### config.mk
export PLATFORM = sky130hd
export DESIGN_NAME = vga_frame_ctrl
export DESIGN_NICKNAME = d
export VERILOG_FILES = /design/src/rtl/vga_frame_ctrl.sv
export SDC_FILE = /design/constraint.sdc
export NUM_CORES = 1
export LEC_CHECK = 0
export CAP_MARGIN = 20
export CORE_MARGIN = 1
export CORE_UTILIZATION = 55
export CTS_BUF_LIST = sky130_fd_sc_hd__clkbuf_8
export DETAILED_ROUTE_END_ITERATION = 16
export GPL_TIMING_DRIVEN = 0
export PLACE_DENSITY = 0.84
export RECOVER_POWER = 50
export SLEW_MARGIN = 15
export SYNTH_ARGS = -nofsm -noshare
export SYNTH_HDL_FRONTEND = slang
export SYNTH_SLANG_ARGS = --single-unit
### constraint.sdc
create_clock -name clk -period 2.5 [get_ports clk]
set_input_delay 0.5 -clock clk [delete_from_list [all_inputs] [get_ports clk]]
set_output_delay 0.5 -clock clk [all_outputs]
set_load 0.02 [all_outputs]
### src/rtl/vga_frame_ctrl.sv
// vga_frame_ctrl: VGA raster timing, sequential ROM read strobes and PIPE_LAT-aligned hsync/vsync/de.
// Define VGA_SINGLE_FRAME_EN for one frame per start; by default frames repeat back to back.
module vga_frame_ctrl #(
  parameter int H_DISP   = 400,
  parameter int V_DISP   = 306,
  parameter int H_SYNC   = 96,
  parameter int H_BACK   = 48,
  parameter int H_FRONT  = 16,
  parameter int V_SYNC   = 2,
  parameter int V_BACK   = 33,
  parameter int V_FRONT  = 10,
  parameter int PIPE_LAT = 5,
  parameter int ADDR_W   = 17
) (
  input  logic              clk,
  input  logic              rst_n,
  input  logic              start,
  output logic              rom_rd,
  output logic [ADDR_W-1:0] rom_addr,
  output logic              VGA_hsync,
  output logic              VGA_vsync,
  output logic              VGA_de,
  output logic              busy,
  output logic              frame_done
);

  localparam int H_TOTAL = H_SYNC + H_BACK + H_DISP + H_FRONT;
  localparam int V_TOTAL = V_SYNC + V_BACK + V_DISP + V_FRONT;
  localparam int HW = $clog2(H_TOTAL);
  localparam int VW = $clog2(V_TOTAL);
  localparam int DW = (PIPE_LAT > 1) ? $clog2(PIPE_LAT) : 1;

  localparam logic [HW-1:0] H_LAST     = HW'(H_TOTAL - 1);
  localparam logic [HW-1:0] H_SYNC_END = HW'(H_SYNC);
  localparam logic [HW-1:0] H_ACT_LO   = HW'(H_SYNC + H_BACK);
  localparam logic [HW-1:0] H_ACT_HI   = HW'(H_SYNC + H_BACK + H_DISP - 1);
  localparam logic [VW-1:0] V_LAST     = VW'(V_TOTAL - 1);
  localparam logic [VW-1:0] V_SYNC_END = VW'(V_SYNC);
  localparam logic [VW-1:0] V_ACT_LO   = VW'(V_SYNC + V_BACK);
  localparam logic [VW-1:0] V_ACT_HI   = VW'(V_SYNC + V_BACK + V_DISP - 1);
  localparam logic [DW-1:0] DRAIN_LAST = DW'(PIPE_LAT - 1);
  localparam logic [ADDR_W-1:0] ADDR_LAST = ADDR_W'(H_DISP * V_DISP - 1);

  typedef enum logic [1:0] {
    IDLE  = 2'd0,
    RUN   = 2'd1,
    DRAIN = 2'd2,
    DONE  = 2'd3
  } state_t;

  state_t              state_q, state_d;
  logic [HW-1:0]       h_cnt_q, h_cnt_d;
  logic [VW-1:0]       v_cnt_q, v_cnt_d;
  logic [DW-1:0]       drain_cnt_q, drain_cnt_d;
  logic                rom_rd_q, rom_rd_d;
  logic                hs_raw_q, hs_raw_d;
  logic                vs_raw_q, vs_raw_d;
  logic [ADDR_W-1:0]   addr_q, addr_d;
  logic [PIPE_LAT-1:0] de_pipe_q, de_pipe_d;
  logic [PIPE_LAT-1:0] hs_pipe_q, hs_pipe_d;
  logic [PIPE_LAT-1:0] vs_pipe_q, vs_pipe_d;
  logic                busy_q, busy_d;
  logic                frame_done_q, frame_done_d;
`ifndef VGA_SINGLE_FRAME_EN
  logic [PIPE_LAT-1:0] last_pipe_q, last_pipe_d;
`endif

  // Next-state and raster counter logic
  always_comb begin
    state_d     = state_q;
    h_cnt_d     = h_cnt_q;
    v_cnt_d     = v_cnt_q;
    drain_cnt_d = '0;
    case (state_q)
      IDLE: begin
        h_cnt_d = '0;
        v_cnt_d = '0;
        if (start) state_d = RUN;
        else       state_d = IDLE;
      end
      RUN: begin
        if (h_cnt_q == H_LAST) begin
          h_cnt_d = '0;
          if (v_cnt_q == V_LAST) begin
            v_cnt_d = '0;
`ifdef VGA_SINGLE_FRAME_EN
            state_d = DRAIN;
`else
            state_d = RUN;
`endif
          end else begin
            v_cnt_d = v_cnt_q + 1'b1;
          end
        end else begin
          h_cnt_d = h_cnt_q + 1'b1;
        end
      end
      DRAIN: begin
        if (drain_cnt_q == DRAIN_LAST) state_d = DONE;
        else                           drain_cnt_d = drain_cnt_q + 1'b1;
      end
      DONE:    state_d = IDLE;
      default: state_d = IDLE;
    endcase
  end

  // Raw raster signals, address and delay line; raw flags come from next counts so the flops line up with them
  always_comb begin
    hs_raw_d = 1'b1;
    vs_raw_d = 1'b1;
    rom_rd_d = 1'b0;
    if (state_d == RUN) begin
      hs_raw_d = (h_cnt_d >= H_SYNC_END);
      vs_raw_d = (v_cnt_d >= V_SYNC_END);
      rom_rd_d = (h_cnt_d >= H_ACT_LO) && (h_cnt_d <= H_ACT_HI) &&
                 (v_cnt_d >= V_ACT_LO) && (v_cnt_d <= V_ACT_HI);
    end else begin
      rom_rd_d = 1'b0;
    end

    if (state_q != RUN)         addr_d = '0;
    else if (!rom_rd_q)         addr_d = addr_q;
    else if (addr_q == ADDR_LAST) addr_d = '0;
    else                        addr_d = addr_q + 1'b1;

    de_pipe_d = PIPE_LAT'({de_pipe_q, rom_rd_q});
    hs_pipe_d = PIPE_LAT'({hs_pipe_q, hs_raw_q});
    vs_pipe_d = PIPE_LAT'({vs_pipe_q, vs_raw_q});
    busy_d    = (state_d != IDLE);
`ifdef VGA_SINGLE_FRAME_EN
    frame_done_d = (state_d == DONE);
`else
    last_pipe_d  = PIPE_LAT'({last_pipe_q, (rom_rd_q && (addr_q == ADDR_LAST))});
    frame_done_d = last_pipe_q[PIPE_LAT-1];
`endif
  end

  // State and datapath registers with synchronous active-low reset
  always_ff @(posedge clk) begin
    if (!rst_n) begin
      state_q      <= IDLE;
      h_cnt_q      <= '0;
      v_cnt_q      <= '0;
      drain_cnt_q  <= '0;
      rom_rd_q     <= 1'b0;
      hs_raw_q     <= 1'b1;
      vs_raw_q     <= 1'b1;
      addr_q       <= '0;
      de_pipe_q    <= '0;
      hs_pipe_q    <= '1;
      vs_pipe_q    <= '1;
      busy_q       <= 1'b0;
      frame_done_q <= 1'b0;
`ifndef VGA_SINGLE_FRAME_EN
      last_pipe_q  <= '0;
`endif
    end else begin
      state_q      <= state_d;
      h_cnt_q      <= h_cnt_d;
      v_cnt_q      <= v_cnt_d;
      drain_cnt_q  <= drain_cnt_d;
      rom_rd_q     <= rom_rd_d;
      hs_raw_q     <= hs_raw_d;
      vs_raw_q     <= vs_raw_d;
      addr_q       <= addr_d;
      de_pipe_q    <= de_pipe_d;
      hs_pipe_q    <= hs_pipe_d;
      vs_pipe_q    <= vs_pipe_d;
      busy_q       <= busy_d;
      frame_done_q <= frame_done_d;
`ifndef VGA_SINGLE_FRAME_EN
      last_pipe_q  <= last_pipe_d;
`endif
    end
  end

  assign rom_rd     = rom_rd_q;
  assign rom_addr   = addr_q;
  assign VGA_de     = de_pipe_q[PIPE_LAT-1];
  assign VGA_hsync  = hs_pipe_q[PIPE_LAT-1];
  assign VGA_vsync  = vs_pipe_q[PIPE_LAT-1];
  assign busy       = busy_q;
  assign frame_done = frame_done_q;

endmodule

# After elaboration in Yosys (flattened, before gate mapping)
# Cells that the tools add are included.
dict set report word_totals {
  ff_bits 66
  input_bits 3
  out_inout_bits 23
  wordCells 55
}
dict set report classes {
  add_sub_neg 4
  magnitude_cmp 6
  n_eq_ne 9
  mux 11
  bitwise 2
  reduce_logical 9
}
# cell n
set op_table {}
lappend op_table {{$pmux W10 S2} 1}
lappend op_table {{$mux W9} 2}
lappend op_table {{$pmux W9 S2} 1}
lappend op_table {{$add A17 B1 Y17 const B} 1}
lappend op_table {{$eq A17 B17 Y1 const B} 1}
lappend op_table {{$mux W17} 1}
lappend op_table {{$add A10 B1 Y10 const B} 1}
lappend op_table {{$eq A10 B10 Y1 const B} 1}
lappend op_table {{$ge A10 B7 Y1 const B} 1}
lappend op_table {{$ge A10 B8 Y1 const B} 1}
lappend op_table {{$le A10 B10 Y1 const B} 1}
lappend op_table {{$mux W10} 1}
lappend op_table {{$add A9 B1 Y9 const B} 1}
lappend op_table {{$eq A9 B9 Y1 const B} 1}
lappend op_table {{$ge A9 B2 Y1 const B} 1}
lappend op_table {{$ge A9 B6 Y1 const B} 1}
lappend op_table {{$le A9 B9 Y1 const B} 1}
lappend op_table {{$pmux W2 S4} 1}
lappend op_table {{$mux W2} 3}
lappend op_table {{$eq A2 B1 Y1 const B} 2}
lappend op_table {{$eq A2 B2 Y1 const B} 2}
lappend op_table {{$logic_and A1 B1 Y1} 4}
lappend op_table {{$add A3 B1 Y3 const B} 1}
lappend op_table {{$eq A3 B3 Y1 const B} 1}
lappend op_table {{other kinds (8)} 9}

# Logic depth before layout (Yosys ltp)
# Gate-level depths: netlist of the first run.
dict set report logic_depth {
  word_depth 7
  ltp_mapped 10
  ltp_nobuf 10
}

# Worst setup path after synthesis of the first run
# No wires, ideal clock.
dict set report synth_timing {
  kind {flip-flop to flip-flop}
  startpoint {reg h_cnt_q[0]}
  endpoint {reg rom_rd_q, in the netlist rom_rd}
  setup_time_ns 0.088
  arrival_ns 2.164
  t_required_ns 2.412
  slack_ns 0.248
  stages_incl_launch_ff 10
  path_buffers 1
  synth_period_minus_slack_ns 2.252
  cell_sequence {dfxtp_1 ha_1 and3_1 and3_2 buf_2 or4_1 o21ai_0 a21oi_1 o21a_1 nor4_2}
}
dict set report synth_via {
  elab_chain_cells 7
  elab_cells_between_ends 17
  classes_between {add/sub: 1; order compare: 4; eq/ne: 2; mux: 6; reduce/logical: 4}
}
# element line
set synth_rtl {}
lappend synth_rtl {{from (decl)} 52} ;# logic [HW-1:0] h_cnt_q, h_cnt_d;
lappend synth_rtl {{from (signal assigned)} 159} ;# h_cnt_q <= h_cnt_d;
lappend synth_rtl {{$add A10 B1 Y10 / $eq A10 B10 Y1 (equally long branches)} {95, 82}}
lappend synth_rtl {{$mux W10} 82} ;# if (h_cnt_q == H_LAST) begin
lappend synth_rtl {{$pmux W10 S2} 74} ;# case (state_q)
lappend synth_rtl {{$ge A10 B8 Y1 / $le A10 B10 Y1 (equally long branches)} 115} ;# rom_rd_d = (h_cnt_d >= H_ACT_LO) && (h_cnt_d <= H_ACT_HI) &&
lappend synth_rtl {{$logic_and A1 B1 Y1 (2 in series)} 115}
lappend synth_rtl {{$logic_and A1 B1 Y1} 116} ;# (v_cnt_d >= V_ACT_LO) && (v_cnt_d <= V_ACT_HI);
lappend synth_rtl {{to (signal assigned)} 162} ;# rom_rd_q <= rom_rd_d;
lappend synth_rtl {{to (decl)} 55} ;# logic rom_rd_q, rom_rd_d;
# Several ways; a longest one is shown, not always the timed one.
# A chain may end at the register's enable or synchronous reset.

# Worst setup path after layout of the first run
# Same ends and word-level chain as after synthesis.

==> flow_metrics.py, run 1 <==
metrics = {
    "worst_setup_path": {
        "cp_slowest_cell": "or4_1",
        "reg2reg_depth": 9,
        "path_cells": "ha_1, and3_1, and3_2, buf_2, or4_1, o21ai_2, a21oi_1, o21a_1, nor4_2",
        "timing.rr.start": "h_cnt_q[0]",
        "critPathBufInv": 1,
        "crit_fanout": 6,
        "max_stage_delay_ns": 0.52,
        "worstPathArrival_ns": 2.71,
        "start_kind": "flip-flop",
        "regToRegSetupSlack_ns": 0.01,
        "cp-end-kind": "flip-flop",
        "setup.worst_path.start": "h_cnt_q[0]",
        "path_class": "reg -> reg",
        "critical_path.top_delay_family": "simple AND/OR/NAND/NOR gates",
        "timing.rr.end": "rom_rd",
        "required_ns": 2.73,
    },
    "place": {
        "dpl_cell_area_mm2": 0.00326,
        "dpl.hpwl_um": 4160,
        "globalplace.congestion": 0.889,
        "port_buffers": 25,
        "dpl.cell_count": 418,
    },
    "power_and_ir_drop": {
        "power.density_mw_per_mm2": 581,
        "vdd_drop_max_mv": 0.382,
        "leakage_uw": 0.00130,
    },
    "synthesis": {
        "synth-edff-count": 0,
        "synth-simple-area-share_pct": 29.9,
        "synth_area_leaders": "dfxtp_1, nor2_1, and2_1",
        "synth_area_per_cell_um2": 9.04,
        "yosysSeqAreaShare_pct": 45.2,
        "syn_inst": 323,
        "syn_nets": 332,
        "synth_area_leader_cell": "dfxtp_1",
        "yosys.area_share.xor_xnor_pct": 5.10,
        "synth_fa_ha_area_share_pct": 2.57,
        "synth.area.mux_share_pct": 1.84,
        "yosysUniqueCellTypes": 54,
        "synth_area_mm2": 0.00292,
        "synth_most_common_cell": "dfxtp_1",
        "ys_seq_elements": 66,
        "yosys.area.top_type_share_pct": 45.2,
        "synth_common_cells": "dfxtp_1, nor2_1, nand2_1, and2_1, nand3_1",
        "synth_compound_area_share_pct": 10.8,
        "async_reset_ff_share_pct": 0,
        "synth_top_family_by_area": "simple AND/OR/NAND/NOR gates",
        "synth_flop_cell": "dfxtp_1",
        "ys_warn_count": 0,
    },
    "hold_path": {
        "hold_class": "reg -> reg",
        "hold_start": "vs_raw_q",
        "hold_path_depth": 1,
        "whs_endpoint": "vs_pipe_q[0]",
    },
    "cells_and_area": {
        "final_net_count": 367,
        "multi_input_area_mm2": 0.00151,
        "drive_gt1_share_pct": 13.2,
        "regArea_mm2": 0.00132,
        "area_delta_synth_final_pct": 19.2,
        "design_area_mm2": 0.00348,
        "instances_no_fill": 433,
        "fillers": 407,
        "num_antenna_cells": 0,
    },
    "grt": {
        "grt_pass1_vias": 2158,
        "met1_usage_pct": 28.8,
        "grt_use_met2_pct": 38.7,
        "grt_max_degree": 14,
        "grt_use_met3_pct": 6.43,
        "antenna_found_initial": 0,
        "track_usage_pct": 23.6,
        "grt-ovfl-total": 0,
        "top_usage_layer": "met2",
        "grt_pass1_wl_um": 9800,
    },
    "sta": {
        "final_max_slew_viol_count": 0,
        "setup_violations": 0,
        "worst_pin_slew_ns": 0.657,
        "fmax_mhz": 402,
        "post-route-period-util_pct": 99.5,
        "clock-skew-final_ns": 0.0106,
        "slew_headroom_pct": 56.1,
        "fin_crit_ns": 2.49,
        "hold_viol": 0,
        "rsz0062_at_grt": "yes",
    },
    "die": {
        "dieArea_mm2": 0.00560,
        "die_x_um": 74.9,
        "core_area_mm2": 0.00511,
        "die_height_um": 74.9,
        "ios": 26,
        "initial_core_util_pct": 57.2,
        "num_rows": 26,
    },
    "clock_network": {
        "cts_tree": "yes",
        "cts_made_buffers": 9,
        "htree_levels": 3,
        "cts-hold-fix-buffers": 0,
        "ctsLongestPathBuffers": 2,
        "cts_sinks": 66,
        "root_buffer": "clkbuf_8",
        "clkTransAtPathRegs_ns": 0.08,
        "insertion_delay_ns": 0.34,
    },
    "routing": {
        "wl_per_cell_um": 14.1,
        "drt_wl_total_um": 6110,
        "ant_nets": 0,
        "drt_pre_antenna_iters": 4,
        "vias": 2387,
        "drcViolationCount": 0,
        "avgViaCountPerCell": 5.51,
        "first_iter_violations": 140,
    },
    "run": {
        "cap_violations": 0,
    },
    "status": {
        "status": "complete, no violations",
    },
}
-- worst max path at each step --
stage               cells past startpoint      to
floorplan                               9  rom_rd
CTS                                     9  rom_rd
finish                                  9  rom_rd
global route                            9  rom_rd
global placement                        9  rom_rd
detailed placement                      8  rom_rd
-- through the flow --
stage / total power (uW) / hold slack, ns / setup TNS [ns] / setup WS [ns] / util [%]
2_1_floorplan: 1130 / 0.386 / 0 / 0.248 / -
3_5_place_dp: 1150 / 0.393 / 0 / 0.0000528 / 63.8
6_report: 2020 / 0.409 / 0 / 0.0133 / 68.1
4_1_cts: 2040 / 0.411 / 0 / 0.0206 / 68.0
5_1_grt: 2100 / 0.430 / -0.0819 / -0.0819 / 68.1
3_3_place_gp: 1150 / 0.388 / 0 / 0.0722 / 63.8
-- worst register-to-register path, delay by kind of cell (launching register included) --
kind	cells	cell delay, ns
fa+ha+maj	1	0.24
flops	1	0.34
buf+inv	1	0.16
simple gates	4	1.24
compound gates	3	0.39
-- layout make-up --
type	instances	area share, %
Timing Repair Buffer	25	7.19
Clock inverter	7	2.19
Buffer	12	2.01
Sequential cell	66	38.0
Multi-Input combinational cell	233	43.4
Clock buffer	9	3.56
Inverter	11	1.19
Tap cell	70	2.52
-- cells by family (layout without fill, tap and decap cells) --
| kind of cell | count (synthesis) | in the layout |
|---|---|---|
| AO/OA/AOI/OAI | 45 | 45 |
| XOR/XNOR | 17 | 17 |
| adder cells (fa/ha/maj) | 6 | 6 |
| buffers and inverters | 24 | 64 |
| flip-flops | 66 | 66 |
| multiplexers | 5 | 5 |
| AND/OR/NAND/NOR | 160 | 160 |
-- sequential cells by signal, indices dropped and copies added (netlist names), 2 cells and up --
register and flops:
rom_addr 17, h_cnt_q 10, v_cnt_q 9, de_pipe_q 5
hs_pipe_q 5, last_pipe_q 5, vs_pipe_q 5, drain_cnt_q 3
state_q 2
-- cells in the final DEF, fill, tap and decap left out, types with 6 or more instances in the layout --
master           count
clkbuf_1             7
inv_1               11
clkdlybuf4s50_1     13
nand3_1             13
a21oi_1              7
o21ai_0              9
nor2_1              39
ha_1                 6
nand2b_1            11
xor2_1              11
and2_1              17
dlygate4sd3_1       12
xnor2_1              6
clkbuf_8             9
and3_1              11
dfxtp_1             66
nand2_1             29
-- what timing repair did --
action / in CTS / in global routing
setup endpoints to repair: 1 / 11
setup buffers: 0 / 0
pin swaps: 1 / 2
gates resized for setup: 4 / 5
-- power by group --
part	switching (uW)	internal, uW	total, uW	leakage, uW
combinational	39.6	19.5	59.2	0.000666
clock	432	467	899	0.0000962
sequential	3.22	1060	1060	0.000534
total	475	1550	2020	0.00130
-- layer usage --
layer	part of all wire (%)	wire length [um]
met1	46	2790
met2	48	2920
met3	4.6	283
met4	1.7	104
met5	0	0
Power figures use the tool's default switching activity.
==> run 2: changes to the inputs <==
CORE_MARGIN = 2   (was 1)
==> run 2 against run 1 <==
Compared with the run above: critical path depth unchanged; cell count rose by 0.46%; clock skew is 0.0053 ns lower; clock-buffer cell count unchanged; global-route usage fell by 1.5 points; wire length increased by 1.5%; first-iteration DRC count is 31% lower; combinational power up 1%.
==> flow_metrics.py, run 2 (synthesis gave the netlist of run 1 again) <==
metrics = {
    "status": {
        "status": "complete, no violations",
    },
    "worst_setup_path": {
        "path_class": "reg -> reg",
        "setup.worst_path.start": "h_cnt_q[1]",
        "cp-end-kind": "flip-flop",
        "reg2reg_depth": 9,
        "timing.rr.start": "h_cnt_q[1]",
        "worstPathArrival_ns": 2.59,
        "critPathCapture": "rom_rd",
        "required_ns": 2.76,
        "crit_fanout": 6,
        "start_kind": "flip-flop",
        "timing.rr.end": "rom_rd",
        "regToRegSetupSlack_ns": 0.17,
    },
    "power_and_ir_drop": {
        "p_seq_share_pct": 50.6,
        "switching_share_pct": 21.9,
        "p_sw_uw": 461,
        "power.density_mw_per_mm2": 601,
        "share_comb_of_total_power_pct": 2.9,
        "pwr-share-clk_pct": 46.5,
        "vdd_drop_max_mv": 0.614,
        "p_int_uw": 1640,
        "leakage_uw": 0.00130,
    },
    "die": {
        "initial_core_util_pct": 57.2,
        "num_rows": 26,
        "dieArea_mm2": 0.00591,
        "die_height_um": 76.9,
        "die_x_um": 76.9,
        "core_area_mm2": 0.00511,
        "ios": 26,
    },
    "cells_and_area": {
        "finish.utilization_pct": 68.5,
        "multi_input_area_mm2": 0.00149,
        "largest_reg_flops": 17,
        "area_delta_synth_final_pct": 19.8,
        "drive_gt1_share_pct": 13.2,
        "final_net_count": 369,
        "fillers": 424,
        "mostFrequentLayoutCell": "dfxtp_1",
        "num_antenna_cells": 0,
        "regArea_mm2": 0.00132,
        "layout_common_cells": "dfxtp_1, nor2_1, nand2_1",
    },
    "routing": {
        "ant_nets": 0,
        "drcViolationCount": 0,
        "wl_per_cell_um": 14.2,
        "drt_wl_total_um": 6200,
        "drt_pre_antenna_iters": 4,
        "avgViaCountPerCell": 5.55,
        "first_iter_violations": 96,
        "vias": 2416,
    },
    "place": {
        "globalplace.congestion": 0.848,
        "port_buffers": 25,
        "dpl.hpwl_um": 4250,
    },
    "clock_network": {
        "root_buffer": "clkbuf_8",
        "ctsLongestPathBuffers": 2,
        "cts_made_buffers": 9,
        "cts_tree": "yes",
        "cts_sinks": 66,
        "clkTransAtPathRegs_ns": 0.07,
        "htree_levels": 3,
        "insertion_delay_ns": 0.34,
    },
    "grt": {
        "grt_max_degree": 13,
        "grt-ovfl-total": 0,
        "antenna_found_initial": 0,
        "track_usage_pct": 22.0,
        "grt_pass1_wl_um": 10400,
        "grt_pass1_vias": 2236,
    },
    "sta": {
        "final_max_slew_viol_count": 0,
        "setup-tns-final_ns": 0,
        "fin_crit_ns": 2.33,
        "rsz0062_at_grt": "no",
        "slew_headroom_pct": 58.1,
        "clock-skew-final_ns": 0.00526,
        "setup_violations": 0,
        "hold_viol": 0,
        "worst_pin_slew_ns": 0.626,
        "whs_ns": 0.409,
        "post-route-period-util_pct": 93.4,
        "fmax_mhz": 428,
    },
    "hold_path": {
        "hold_start": "vs_pipe_q[3]",
        "hold_class": "reg -> reg",
    },
    "run": {
        "cap_violations": 0,
    },
}
run 2: changes by cell type in the layout (fill, tap and decap cells not counted), moves of 2 or more:
cell,delta
and2_0,+3
dlygate4sd3_1,-4
and2_1,-3
buf_4,+2
clkdlybuf4s50_1,+4
run 2: area by class of cell:
cell class	count	share of cell area, %
multi-input cells	233	42.7
repair buffers	27	7.58
inverters	11	1.18
well taps	70	2.50
plain buffers	12	2.00
clock buffers	9	3.54
clock inverters	7	2.68
flip-flops and latches	66	37.8
run 2: routing by layer:
| metal | share of wire, % | global-route usage (%) |
|---|---|---|
| met5 | 0 | 0 |
| met4 | 1.8 | 8.00 |
| met3 | 4.0 | 5.53 |
| met2 | 48 | 36.2 |
| met1 | 46 | 28.0 |
run 2: worst min path at each step:
stage                         to  slack, ns  cells past startpoint
finish              vs_pipe_q[4]       0.41                      1
global route        hs_pipe_q[3]       0.43                      1
CTS                 vs_pipe_q[4]       0.41                      1
detailed placement  hs_pipe_q[3]       0.40                      1
global placement    vs_pipe_q[3]       0.39                      1
floorplan           hs_pipe_q[0]       0.39                      1
run 2: worst max-delay path, cell delays in order, from the launching register on:
cell and delay, ns:
dfxtp_1 0.35, ha_2 0.19, and3_1 0.21, and3_2 0.21
buf_2 0.16, or4_1 0.53, o21ai_2 0.10, a21oi_1 0.08
o21a_1 0.21, nor4_2 0.21
run 2: power groups by stage:
stage / combinational [uW] / sequential [uW] / clock (uW)
floorplan: 36.1 / 1090 / 0
global placement: 57.3 / 1090 / 0
detailed placement: 58.7 / 1090 / 0
CTS: 59.9 / 1060 / 999
global route: 65.9 / 1060 / 1050
finish: 60.0 / 1060 / 978
run 2: what timing repair did:
| action | 4_1_cts | 5_1_grt |
|---|---|---|
| gates resized for setup | 0 | 8 |
| endpoints found under the setup margin | 0 | 11 |
| setup buffers | 0 | 2 |
| hold buffers | 0 | 0 |
run 2: stage by stage:
step,instances,setup WS [ns],instance area (um^2),power [uW]
CTS,434,0.0223,3480,2120
global placement,418,0.0531,3260,1150
detailed placement,418,0.0501,3260,1150
floorplan,323,0.248,2920,1130
global route,435,0.0198,3500,2180
finish,435,0.166,3500,2100
